**src/rtl/map_state_reader.sv**
```systemverilog
// Snapshots the live 4510 mapper state and plays it back as the four MAP
// operand bytes (A, X, Y, Z), advancing one byte per cycle that ready is high.
module map_state_reader (
    input  logic        clk,
    input  logic        reset,
    input  logic        ready,
    input  logic        start,
    input  logic        abort,
    input  logic [11:0] map_offset0_i,
    input  logic [11:0] map_offset1_i,
    input  logic [7:0]  map_enable_i,
    output logic [7:0]  data_o,
    output logic        valid,
    output logic        busy,
    output logic [1:0]  byte_sel,
    output logic        last,
    output logic        done
);

    typedef enum logic [2:0] {
        IDLE   = 3'd0,
        SEND_A = 3'd1,
        SEND_X = 3'd2,
        SEND_Y = 3'd3,
        SEND_Z = 3'd4
    } state_t;

    state_t      state_q, state_d;
    logic [11:0] snapOff0_q, snapOff1_q;
    logic [7:0]  snapEn_q;
    logic        done_q, done_d;
    logic        capture;

    always_ff @(posedge clk) begin
        if (reset) begin
            state_q    <= IDLE;
            snapOff0_q <= 12'h000;
            snapOff1_q <= 12'h000;
            snapEn_q   <= 8'h00;
            done_q     <= 1'b0;
        end else begin
            state_q <= state_d;
            done_q  <= done_d;
            if (capture) begin
                snapOff0_q <= map_offset0_i;
                snapOff1_q <= map_offset1_i;
                snapEn_q   <= map_enable_i;
            end
        end
    end

    // Abort takes priority over ready in every SEND state, so it never yields done.
    always_comb begin
        state_d = state_q;
        done_d  = 1'b0;
        capture = 1'b0;
        case (state_q)
            IDLE: begin
                if (start && ready && !abort) begin
                    state_d = SEND_A;
                    capture = 1'b1;
                end
            end
            SEND_A: begin
                if (abort)      state_d = IDLE;
                else if (ready) state_d = SEND_X;
            end
            SEND_X: begin
                if (abort)      state_d = IDLE;
                else if (ready) state_d = SEND_Y;
            end
            SEND_Y: begin
                if (abort)      state_d = IDLE;
                else if (ready) state_d = SEND_Z;
            end
            SEND_Z: begin
                if (abort) begin
                    state_d = IDLE;
                end else if (ready) begin
                    state_d = IDLE;
                    done_d  = 1'b1;
                end
            end
            default: state_d = IDLE;
        endcase
    end

    always_comb begin
        data_o   = 8'h00;
        byte_sel = 2'd0;
        last     = 1'b0;
        valid    = (state_q != IDLE);
        busy     = (state_q != IDLE);
        done     = done_q;
        case (state_q)
            SEND_A: begin
                data_o   = snapOff0_q[7:0];
                byte_sel = 2'd0;
            end
            SEND_X: begin
                data_o   = {snapEn_q[3:0], snapOff0_q[11:8]};
                byte_sel = 2'd1;
            end
            SEND_Y: begin
                data_o   = snapOff1_q[7:0];
                byte_sel = 2'd2;
            end
            SEND_Z: begin
                data_o   = {snapEn_q[7:4], snapOff1_q[11:8]};
                byte_sel = 2'd3;
                last     = 1'b1;
            end
            default: ;
        endcase
    end

endmodule

```
**config.mk**
```make
export PLATFORM = sky130hd
export DESIGN_NAME = map_state_reader
export DESIGN_NICKNAME = d
export VERILOG_FILES = /design/src/rtl/map_state_reader.sv
export SDC_FILE = /design/constraint.sdc
export NUM_CORES = 1
export LEC_CHECK = 0
export BUFFER_PORTS_ARGS = -buffer_cell sky130_fd_sc_hd__buf_2
export CELL_PAD_IN_SITES_DETAIL_PLACEMENT = 1
export CELL_PAD_IN_SITES_GLOBAL_PLACEMENT = 1
export CORE_ASPECT_RATIO = 0.75
export CORE_MARGIN = 3
export CORE_UTILIZATION = 39
export DETAILED_ROUTE_END_ITERATION = 7
export PLACE_DENSITY_LB_ADDON = 0.1
export SYNTH_ARGS = -nofsm -noshare
export SYNTH_HDL_FRONTEND = slang
export SYNTH_SLANG_ARGS = --single-unit
```
**constraint.sdc**
```tcl
create_clock -name clk -period 1.61 [get_ports clk]
set_input_delay 0.161 -clock clk [delete_from_list [all_inputs] [get_ports clk]]
set_output_delay 0.161 -clock clk [all_outputs]
set_load 0.02 [all_outputs]
```
==> results of run 1 <==
[layer usage]
metal / track usage / part of all wire / vias to the layer above
li1: - / - / 800
met1: 0.224 / 0.46 / 752
met2: 0.285 / 0.50 / 29
met3: 0.0532 / 0.037 / 4
met4: 0.0525 / 0.0059 / 0
met5: 0 / 0 / -
[kinds of logic (layout without fill, tap and decap cells)]
group                     count (synthesis)  count (layout)
DFF                                      36              36
AOI/OAI and AO/OA                        20              20
muxes                                    40              40
buffers and inverters                    18              79
xor gates and xnor gates                  2               2
and+or+nand+nor                          86              86
[layout make-up]
| class | count | area (um2) | area share |
|---|---|---|---|
| clock buffers | 8 | 90.1 | 0.0344 |
| repair buffers | 68 | 522 | 0.199 |
| inverters | 2 | 12.5 | 0.00478 |
| multi-input cells | 148 | 1190 | 0.454 |
| flip-flops and latches | 36 | 729 | 0.278 |
| repair inverters | 1 | 6.26 | 0.00239 |
| well taps | 57 | 71.3 | 0.0272 |
[per-stage QoR]
stage,cells,cell area (um2)
2_1_floorplan,202,1920
3_3_place_gp,303,2260
3_5_place_dp,303,2260
4_1_cts,312,2410
5_1_grt,320,2620
6_report,320,2620
[path summary, 6_finish.rpt]
check | from | endpoint | slack, ns | cells past startpoint
worst max-delay path | state_q[1] | data_o[3] | -0.05 | 5
worst min register to register | snapEn_q[7] | snapEn_q[7] | 0.48 | 2
worst max register to register | state_q[0] | snapEn_q[0] | 0.02 | 6
worst min-delay path | abort | state_q[2] | 0.11 | 2
[layout by cell type, fill, tap and decap left out, types with 2 or more instances in the layout]
cell and n:
dfxtp_4 2, buf_2 41, a22oi_1 2, nand2_1 5, nand2b_1 66, clkbuf_8 6, a22oi_2 6, buf_4 12
buf_6 9, o21ai_2 5, mux2i_1 31, clkbuf_1 2, o21ai_1 4, buf_12 3, clkbuf_16 2, mux2_1 2
nand2_2 5, dfxtp_1 33, mux2_4 6
[report_power, final]
group / total, mW / internal (mW) / switching (mW)
registers: 0.937 / 0.917 / 0.0202
clock network: 0.658 / 0.349 / 0.309
logic: 0.247 / 0.141 / 0.106
[state kept, by name (all words and copies together), names as in the netlist]
| name | flops |
|---|---|
| done | 1 |
| snapOff0_q | 12 |
| snapEn_q | 8 |
| snapOff1_q | 12 |
| state_q | 3 |
[worst max-delay path, cell delays in order, from the launching register on]
cell	delay, ns
dfxtp_4	0.37
or3b_4	0.46
inv_6	0.12
nand2_2	0.06
o21ai_2	0.06
buf_6	0.13
[repair_timing]
action | 4_1_cts | 5_1_grt
endpoints found under the setup margin | 9 | 25
gates cloned | 0 | 4
setup buffers | 1 | 4
pin swaps | 2 | 7
hold endpoints to repair | 0 | 0
resized for setup | 18 | 35
==> impl_metrics.csv, run 1 <==
group,metric,value,unit
logic_synthesis,syn-num-nets,239,
finish,synthToLayoutAreaGrowth,36.6,%
finish,drive_above_1_share,0.407,
finish,n_fill_cell,502,
grt,antenna_found_initial,0,
die,core_region_area,4600,um2
sta,whs,0.112,ns
grt,grt_pass1_wl,7680,um
clock_network,tritoncts,"done",
die,die_area,5800,um2
grt,grt_max_degree,37,
logic_synthesis,netlist_instances,202,
run_status,status,"complete, but fails checks",
flow_run,maxCapViolCount,0,
clock_network,root_buffer,"clkbuf_8",
logic_synthesis,synth_area,1920,um2
detailed_routing,num_vias,1585,
clock_network,clk_latency,0.28,ns
detailed_routing,drt_iter0_drc,56,
die,ios,51,
grt,grt_pass1_vias,1578,
critical_path,cp_data_arrival_time,1.50,ns
critical_path,worstPathMaxFanout,7,
clock_network,postCtsHoldBufs,0,
critical_path,cp-end-kind,"output port",
finish,post-route-util,0.570,
min_path,hp-class,"in -> reg",
logic_synthesis,ys_seq_elements,36,
finish,fin_nets,299,
logic_synthesis,synth_commonest_cells,"nand2b_1 (66), dfxtp_1 (36), mux2i_1 (32)",
detailed_routing,wl_per_cell,16.0,um
sta,fmax,0.602,GHz
logic_synthesis,synth-edff-count,0,
logic_synthesis,synth_fa_ha_area_frac,0,
logic_synthesis,synth_cell_type_count,27,
sta,fin_skew,0.00523,ns
clock_network,htreeDepth,2,
place,globalplace.congestion,0.731,
clock_network,cts_sinks,36,
clock_network,clk_pin_slew,0.07,ns
logic_synthesis,synth_area_leaders,"dfxtp_1 (38%), nand2b_1 (22%), mux2i_1 (17%)",
place,dp_slack,0.0669,ns
logic_synthesis,synth_most_common_cell,"nand2b_1",
die,initial_core_util,0.417,
detailed_routing,drcViolationCount,0,
die,rows,21,
power,totalPowerFinal,1.84,mW
logic_synthesis,yosys.area.top_type_share,0.376,
logic_synthesis,synth_ff_type,"dfxtp_1",
grt,grt_remaining_overflow,0,
detailed_routing,ant_nets,0,
logic_synthesis,muxShareOfSynthArea,0.214,
detailed_routing,drt_first_pass_iters,4,
sta,tightest_slew,0.433,ns
detailed_routing,routed_via_density,4.95,
power,p_per_area,703,nW/um2
clock_network,cts_buffer_depth,2,
detailed_routing,drt-total-wl,5130,um
sta,worst_slack,-0.0523,ns
logic_synthesis,synthSimpleGateAreaFrac,0.282,
die,die_y,66.7,um
logic_synthesis,synth_compound_area_frac,0.0678,
logic_synthesis,synth_top_area_cell,"dfxtp_1",
sta,setup_tns,-0.343,ns
logic_synthesis,async_reset_ff_frac,0,
sta,final-hold-violation-count,0,
critical_path,worstSetupPathType,"reg -> out",
critical_path,crit_path_start_kind,"register",
grt,grtUsageTotal,0.176,
clock_network,cts_buffers,5,
logic_synthesis,synth_top_family_by_area,"simple AND/OR/NAND/NOR gates",
critical_path,crit_required,1.45,ns
finish,diodes,0,
place,dp.final_hpwl,3270,um
sta,rsz0062_at_grt,"yes",
logic_synthesis,ys_warn_count,0,
die,die_x,87.0,um
sta,setup_viol,8,
sta,fin_crit_sh,1.03,
power,p_leak,1.05,nW
logic_synthesis,syn_avg_cell_area,9.50,um2
place,io_buffers,50,
power,vdd_drop_max,507,uV
sta,post-route-min-period,1.66,ns
logic_synthesis,synth-xor-area-share,0.00913,
sta,slew_viol_final,0,
run_status,violations,"negative setup slack",
sta,relSlewSlack,0.711,
logic_synthesis,ys_seq_area_frac,0.376,
Note: power is estimated with default switching activity, not from simulation.
==> run 2, diff against run 1 <==
--- a/config.mk
+++ b/config.mk
@@ -12,6 +12,7 @@
 export CORE_MARGIN = 3
 export CORE_UTILIZATION = 39
 export DETAILED_ROUTE_END_ITERATION = 7
+export GPL_TIMING_DRIVEN = 0
 export PLACE_DENSITY_LB_ADDON = 0.1
 export SYNTH_ARGS = -nofsm -noshare
 export SYNTH_HDL_FRONTEND = slang
==> run 2 against run 1 <==
The flow still finishes with violations (negative setup slack). Via count rose by 3.6%. Clock skew hardly changed. Critical path type unchanged. Critical endpoint is now data_o[0]. Worst setup slack worse by 0.090 ns. Utilization is 1.6 points lower. Register-to-register slack improved by 0.11 ns.
==> impl_metrics.csv, run 2 (synthesis gave the netlist of run 1 again) <==
group,metric,value,unit
run_status,status,"complete, but fails checks",
run_status,violations,"negative setup slack",
die,die_x,87.0,um
clock_network,clk_pin_slew,0.07,ns
die,core_region_area,4600,um2
sta,worst_slack,-0.142,ns
finish,layout_commonest_cell,"nand2b_1",
min_path,hp-class,"in -> reg",
detailed_routing,routed_via_density,5.05,
grt,grtUsageTotal,0.209,
die,ios,51,
detailed_routing,drcViolationCount,0,
grt,grt_pass1_wl,9050,um
critical_path,crit_path_start_kind,"register",
power,p_seq_frac,0.520,
clock_network,clk_latency,0.30,ns
power,power_frac_clock,0.350,
finish,largest_registers,"snapOff0_q: 12 flops, snapOff1_q: 12 flops, snapEn_q: 8 flops",
clock_network,tritoncts,"done",
clock_network,cts_buffer_depth,2,
clock_network,cts_sinks,36,
detailed_routing,drt-total-wl,5500,um
grt,antenna_found_initial,0,
finish,n_fill_cell,558,
finish,layout_common_cells,"nand2b_1 (66), buf_2 (38), dfxtp_1 (33), mux2i_1 (32), buf_4 (15)",
detailed_routing,wl_per_cell,16.9,um
clock_network,cts_buffers,5,
critical_path,worstPathMaxFanout,7,
power,p_int,1.34,mW
place,placed_area,2230,um2
critical_path,worstSetupPathType,"reg -> out",
sta,setup_tns,-1.10,ns
sta,setup_viol,10,
power,swShare,0.256,
sta,fin_crit_sh,1.09,
grt,grt_pass1_vias,1781,
clock_network,root_buffer,"clkbuf_8",
die,initial_core_util,0.417,
die,rows,21,
sta,tightest_slew,0.432,ns
die,die_area,5800,um2
finish,drive_above_1_share,0.373,
grt,grt_max_degree,11,
sta,fin_skew,0.00554,ns
critical_path,cp-end-kind,"output port",
sta,post-route-min-period,1.75,ns
sta,fmax,0.571,GHz
finish,fin_nets,305,
detailed_routing,ant_nets,0,
place,io_buffers,49,
clock_network,htreeDepth,2,
place,globalplace.congestion,0.745,
power,p_sw,0.460,mW
finish,fin_area,2550,um2
sta,slew_viol_final,0,
detailed_routing,drt_first_pass_iters,4,
sta,relSlewSlack,0.712,
critical_path,crit_required,1.45,ns
power,p_leak,1.02,nW
power,vdd_drop_max,427,uV
finish,synthToLayoutAreaGrowth,32.8,%
flow_run,maxCapViolCount,0,
power,pwr-share-comb,0.130,
finish,diodes,0,
place,dp.final_hpwl,3690,um
detailed_routing,drt_iter0_drc,27,
die,die_y,66.7,um
grt,grt_remaining_overflow,0,
sta,rsz0062_at_grt,"yes",
detailed_routing,num_vias,1642,
sta,whs,0.0984,ns
sta,final-hold-violation-count,0,
power,p_per_area,707,nW/um2
critical_path,cp_data_arrival_time,1.59,ns
-- run 2: power by group through the flow --
stage                     clock network (mW)  logic (mW)  registers (mW)
after detailed placement                   0       0.215           0.955
after CTS                              0.634       0.231           0.935
final                                  0.630       0.234           0.936
after floorplan                            0       0.134           0.949
after global routing                   0.688       0.258           0.939
after global placement                     0       0.211           0.954
-- run 2: path summary, 6_finish.rpt --
kind / start / end / slack, ns / depth (start not counted)
hold / removal: abort / state_q[2] / 0.1 / 2
setup reg to reg: state_q[1] / snapOff0_q[9] / 0.13 / 5
hold reg to reg: snapOff0_q[3] / snapOff0_q[3] / 0.47 / 2
setup / recovery: state_q[0] / data_o[0] / -0.14 / 6
-- run 2: cell type report --
cell class	instances	area, um2	area share
Clock inverter	1	5.00	0.00196
Timing Repair Buffer	60	382	0.150
Timing Repair inverter	1	6.26	0.00246
Multi-Input combinational cell	148	1160	0.457
Inverter	2	12.5	0.00491
Buffer	14	106	0.0417
Sequential cell	36	727	0.285
Tap cell	57	71.3	0.0280
Clock buffer	6	72.6	0.0285
-- run 2: timing repair --
item | CTS | global route
hold endpoints to repair | 0 | 0
setup endpoints to repair | 13 | 40
hold buffers | 0 | 0
pin swaps | 6 | 5
cloned | 1 | 0
setup buffers | 8 | 3
gates resized for setup | 39 | 16
-- run 2: metrics by stage --
stage	instances	worst slack (ns)	power, mW	utilization
6_report	325	-0.142	1.80	0.554
5_1_grt	325	-0.235	1.89	0.554
4_1_cts	322	-0.145	1.80	0.540
3_5_place_dp	308	-0.151	1.17	0.486
3_3_place_gp	308	-0.148	1.17	0.486
2_1_floorplan	202	0.113	1.08	-
-- run 2: per-layer routing --
metal	part of all wire	vias to the layer above	track usage
met5	0	-	0
met3	0.041	9	0.0420
li1	-	807	-
met4	0.016	0	0.0759
met2	0.49	34	0.362
met1	0.45	792	0.257
-- run 2: critical path, cell delays in order, from the launching register on --
cell and delay (ns):
dfxtp_2 0.32, buf_6 0.13, or3b_4 0.43, inv_6 0.12
nand2_1 0.05, o21ai_1 0.08, buf_4 0.16
==> run 3, diff against run 2 <==
--- a/config.mk
+++ b/config.mk
@@ -5,13 +5,15 @@
 export SDC_FILE = /design/constraint.sdc
 export NUM_CORES = 1
 export LEC_CHECK = 0
-export BUFFER_PORTS_ARGS = -buffer_cell sky130_fd_sc_hd__buf_2
 export CELL_PAD_IN_SITES_DETAIL_PLACEMENT = 1
 export CELL_PAD_IN_SITES_GLOBAL_PLACEMENT = 1
 export CORE_ASPECT_RATIO = 0.75
 export CORE_MARGIN = 3
-export CORE_UTILIZATION = 39
+export CORE_UTILIZATION = 49
+export CTS_BUF_LIST = sky130_fd_sc_hd__clkbuf_2
+export CTS_CLUSTER_DIAMETER = 40
 export DETAILED_ROUTE_END_ITERATION = 7
+export DONT_BUFFER_PORTS = 1
 export GPL_TIMING_DRIVEN = 0
 export PLACE_DENSITY_LB_ADDON = 0.1
 export SYNTH_ARGS = -nofsm -noshare
==> run 3 against run 2 <==
The run now fails in global routing (5_1_grt). Area after synthesis unchanged. Synthesized cell count unchanged.
==> impl_metrics.csv, run 3 <==
group,metric,value,unit
run_status,status,"stopped before the end",
run_status,haltStage,"global routing (5_1_grt)",
run_status,error,"[ERROR DPL-0033] detailed placement checks failed during check placement.",
clock_network,cts_buffers,5,
logic_synthesis,netlist_instances,202,
logic_synthesis,ys_seq_area_frac,0.376,
logic_synthesis,synth_area,1920,um2
logic_synthesis,synth_top_area_cell,"dfxtp_1",
grt,grt_max_degree,11,
logic_synthesis,synth_most_common_cell,"nand2b_1",
logic_synthesis,synth_area_leaders,"dfxtp_1 (38%), nand2b_1 (22%), mux2i_1 (17%)",
clock_network,root_buffer,"clkbuf_2",
logic_synthesis,synth_commonest_cells,"nand2b_1 (66), dfxtp_1 (36), mux2i_1 (32)",
logic_synthesis,yosys.area.top_type_share,0.376,
die,ios,51,
die,rows,19,
logic_synthesis,ys_warn_count,0,
sta,worst_endpoint_kind,"top-level output",
grt,antenna_found_initial,0,
sta,worst_endpoint,"data_o[6]",
place,dp.final_hpwl,3550,um
clock_network,cts_sinks,36,
clock_network,cts_buffer_depth,2,
logic_synthesis,synth_cell_type_count,27,
logic_synthesis,syn-num-nets,239,
die,die_x,78.2,um
place,placed_area,1980,um2
logic_synthesis,synth-edff-count,0,
die,die_y,60.2,um
logic_synthesis,ys_seq_elements,36,
logic_synthesis,synth_ff_type,"dfxtp_1",
logic_synthesis,async_reset_ff_frac,0,
place,io_buffers,0,
logic_synthesis,syn_avg_cell_area,9.50,um2
place,globalplace.congestion,0.771,
clock_network,htreeDepth,2,
die,initial_core_util,0.517,
run 3: cell counts after synthesis:
Identical to the previous run, type by type.
run 3: what timing repair did:
action / CTS
hold endpoints to repair: 36
cloned: 1
endpoints found under the setup margin: 13
setup buffers: 6
pin swaps: 7
hold buffers: 34
gates resized for setup: 50
run 3: logic make-up after synthesis:
| logic type | synth area share |
|---|---|
| buf+inv | 0.0515 |
| mux | 0.214 |
| xor+xnor | 0.00913 |
| compound gates | 0.0678 |
| flops | 0.376 |
| simple gates | 0.282 |
run 3: through the flow:
stage	std cells	setup WS, ns	hold slack (ns)
CTS	299	-0.202	0.00764
floorplan	202	0.113	0.238
detailed placement	254	-0.198	0.246
global placement	254	-0.149	0.239
==> run 4, diff against run 3 <==
==> config.mk (replaced) <==
export PLATFORM = sky130hd
export DESIGN_NAME = map_state_reader
export DESIGN_NICKNAME = d
export VERILOG_FILES = /design/src/rtl/map_state_reader.sv
export SDC_FILE = /design/constraint.sdc
export NUM_CORES = 1
export LEC_CHECK = 0
export CORE_MARGIN = 3
export CORE_UTILIZATION = 40
export DETAILED_ROUTE_END_ITERATION = 7
export DONT_BUFFER_PORTS = 1
export GPL_TIMING_DRIVEN = 0
export PLACE_DENSITY_LB_ADDON = 0.15
export SYNTH_ARGS = -nofsm -noshare
export SYNTH_HDL_FRONTEND = slang
export SYNTH_SLANG_ARGS = --single-unit
==> run 4 against run 3 <==
The flow now finishes, with violations (negative setup slack).
==> impl_metrics.csv, run 4 (synthesis gave the netlist of run 1 again) <==
group,metric,value,unit
run_status,status,"complete, but fails checks",
run_status,violations,"negative setup slack",
die,die_x,75.2,um
critical_path,crit_start,"state_q[1]",
critical_path,worstSetupPathType,"reg -> out",
die,rows,24,
place,post-place-cells,254,
finish,n_fill_cell,409,
sta,slew_viol_final,0,
sta,whs,0.0225,ns
clock_network,clk_pin_slew,0.07,ns
sta,setup_viol,5,
grt,antenna_found_initial,0,
detailed_routing,wl_per_cell,18.0,um
sta,rsz0062_at_grt,"yes",
finish,synthToLayoutAreaGrowth,25.2,%
detailed_routing,drt-total-wl,4860,um
critical_path,reg2reg_to,"done",
place,io_buffers,0,
detailed_routing,num_vias,1461,
finish,layout_commonest_cell,"nand2b_1",
critical_path,cp_cell_sequence,"or3b_4, clkinv_8, nand2_4, o21ai_4",
sta,final-hold-violation-count,0,
flow_run,maxCapViolCount,0,
critical_path,slowest_delay,0.49,ns
critical_path,path_depth,4,
critical_path,cp-endpoint,"data_o[7]",
sta,post-route-min-period,1.62,ns
clock_network,cts_sinks,36,
critical_path,crit_path_start_kind,"register",
die,initial_core_util,0.426,
clock_network,clk_latency,0.29,ns
critical_path,reg2reg_depth,3,
clock_network,tritoncts,"done",
finish,diodes,0,
sta,worst_slack,-0.00834,ns
sta,fin_crit_sh,1.01,
power,vdd_drop_max,714,uV
critical_path,crit_required,1.45,ns
critical_path,cpMaxStageDelayCell,"or3b_4",
finish,fin_nets,254,
clock_network,root_buffer,"clkbuf_8",
finish,drive_above_1_share,0.271,
power,p_leak,0.940,nW
finish,largest_registers,"snapOff0_q: 12 flops, snapOff1_q: 12 flops, snapEn_q: 8 flops",
die,die_area,5660,um2
critical_path,cp-end-kind,"output port",
detailed_routing,drcViolationCount,0,
detailed_routing,drt_iter0_drc,70,
critical_path,r2r_start,"state_q[1]",
grt,grt_pass1_vias,1533,
grt,grt_max_degree,11,
die,core_region_area,4500,um2
clock_network,cts_buffers,5,
critical_path,crit_buf_inv,1,
place,dp_slack,-0.190,ns
clock_network,htreeDepth,2,
finish,layout_common_cells,"nand2b_1 (66), dfxtp_1 (33), mux2i_1 (32), clkbuf_1 (9)",
critical_path,worstPathMaxFanout,8,
critical_path,cp_data_arrival_time,1.46,ns
sta,tightest_slew,0.422,ns
sta,fin_skew,0.00778,ns
place,globalplace.congestion,0.800,
die,ios,51,
place,dp.final_hpwl,3440,um
finish,multi_input_area,1310,um2
power,totalPowerFinal,1.79,mW
power,p_per_area,745,nW/um2
grt,grtUsageTotal,0.185,
finish,regArea,729,um2
sta,relSlewSlack,0.718,
critical_path,path_delay_family,"simple AND/OR/NAND/NOR gates",
critical_path,timing.reg2reg.setup_slack,0.09,ns
grt,grt_pass1_wl,7710,um
finish,post-route-util,0.533,
grt,grt_remaining_overflow,0,
min_path,hp-class,"in -> reg",
die,die_y,75.2,um
detailed_routing,drt_first_pass_iters,4,
sta,fmax,0.618,GHz
clock_network,cts_buffer_depth,2,
finish,stdcell_count,270,
detailed_routing,ant_nets,0,
detailed_routing,routed_via_density,5.41,
[run 4: per-stage QoR]
stage / TNS, ns / instance area [um2]
after detailed placement: -1.02 / 1980
after global routing: -0.338 / 2400
after CTS: -0.347 / 2340
final: -0.0265 / 2400
after floorplan: 0 / 1920
after global placement: -0.786 / 1980
[run 4: layout make-up]
class | count | area share
Inverter | 2 | 0.00834
Multi-Input combinational cell | 148 | 0.544
Timing Repair Buffer | 9 | 0.0323
Timing Repair inverter | 1 | 0.00365
Sequential cell | 36 | 0.304
Clock buffer | 8 | 0.0375
Buffer | 14 | 0.0438
Tap cell | 52 | 0.0271
[run 4: routing by layer]
layer	vias to the layer above	track usage	routed length (um)
li1	707	-	-
met1	706	0.220	2060
met2	44	0.322	2460
met3	4	0.0574	300
met4	0	0.0485	38
met5	-	0	0
[run 4: worst min-delay path by stage]
stage	start	to	depth (start not counted)
after floorplan	abort	done	1
after global placement	abort	state_q[2]	1
after detailed placement	abort	state_q[1]	1
after CTS	map_offset1_i[9]	snapOff1_q[9]	2
after global routing	map_offset1_i[6]	snapOff1_q[6]	2
final	map_offset1_i[9]	snapOff1_q[9]	2
[run 4: repair_timing]
item | CTS | global route
buffers inserted | 6 | 2
resized for setup | 51 | 19
gates cloned | 1 | 0
hold buffers | 1 | 0
endpoints found under the setup margin | 12 | 29
pin swaps | 10 | 15
hold endpoints to repair | 4 | 0
[run 4: power by group]
group          internal [mW]  switching [mW]
registers              0.917          0.0233
clock network          0.349           0.317
logic                 0.0987          0.0852
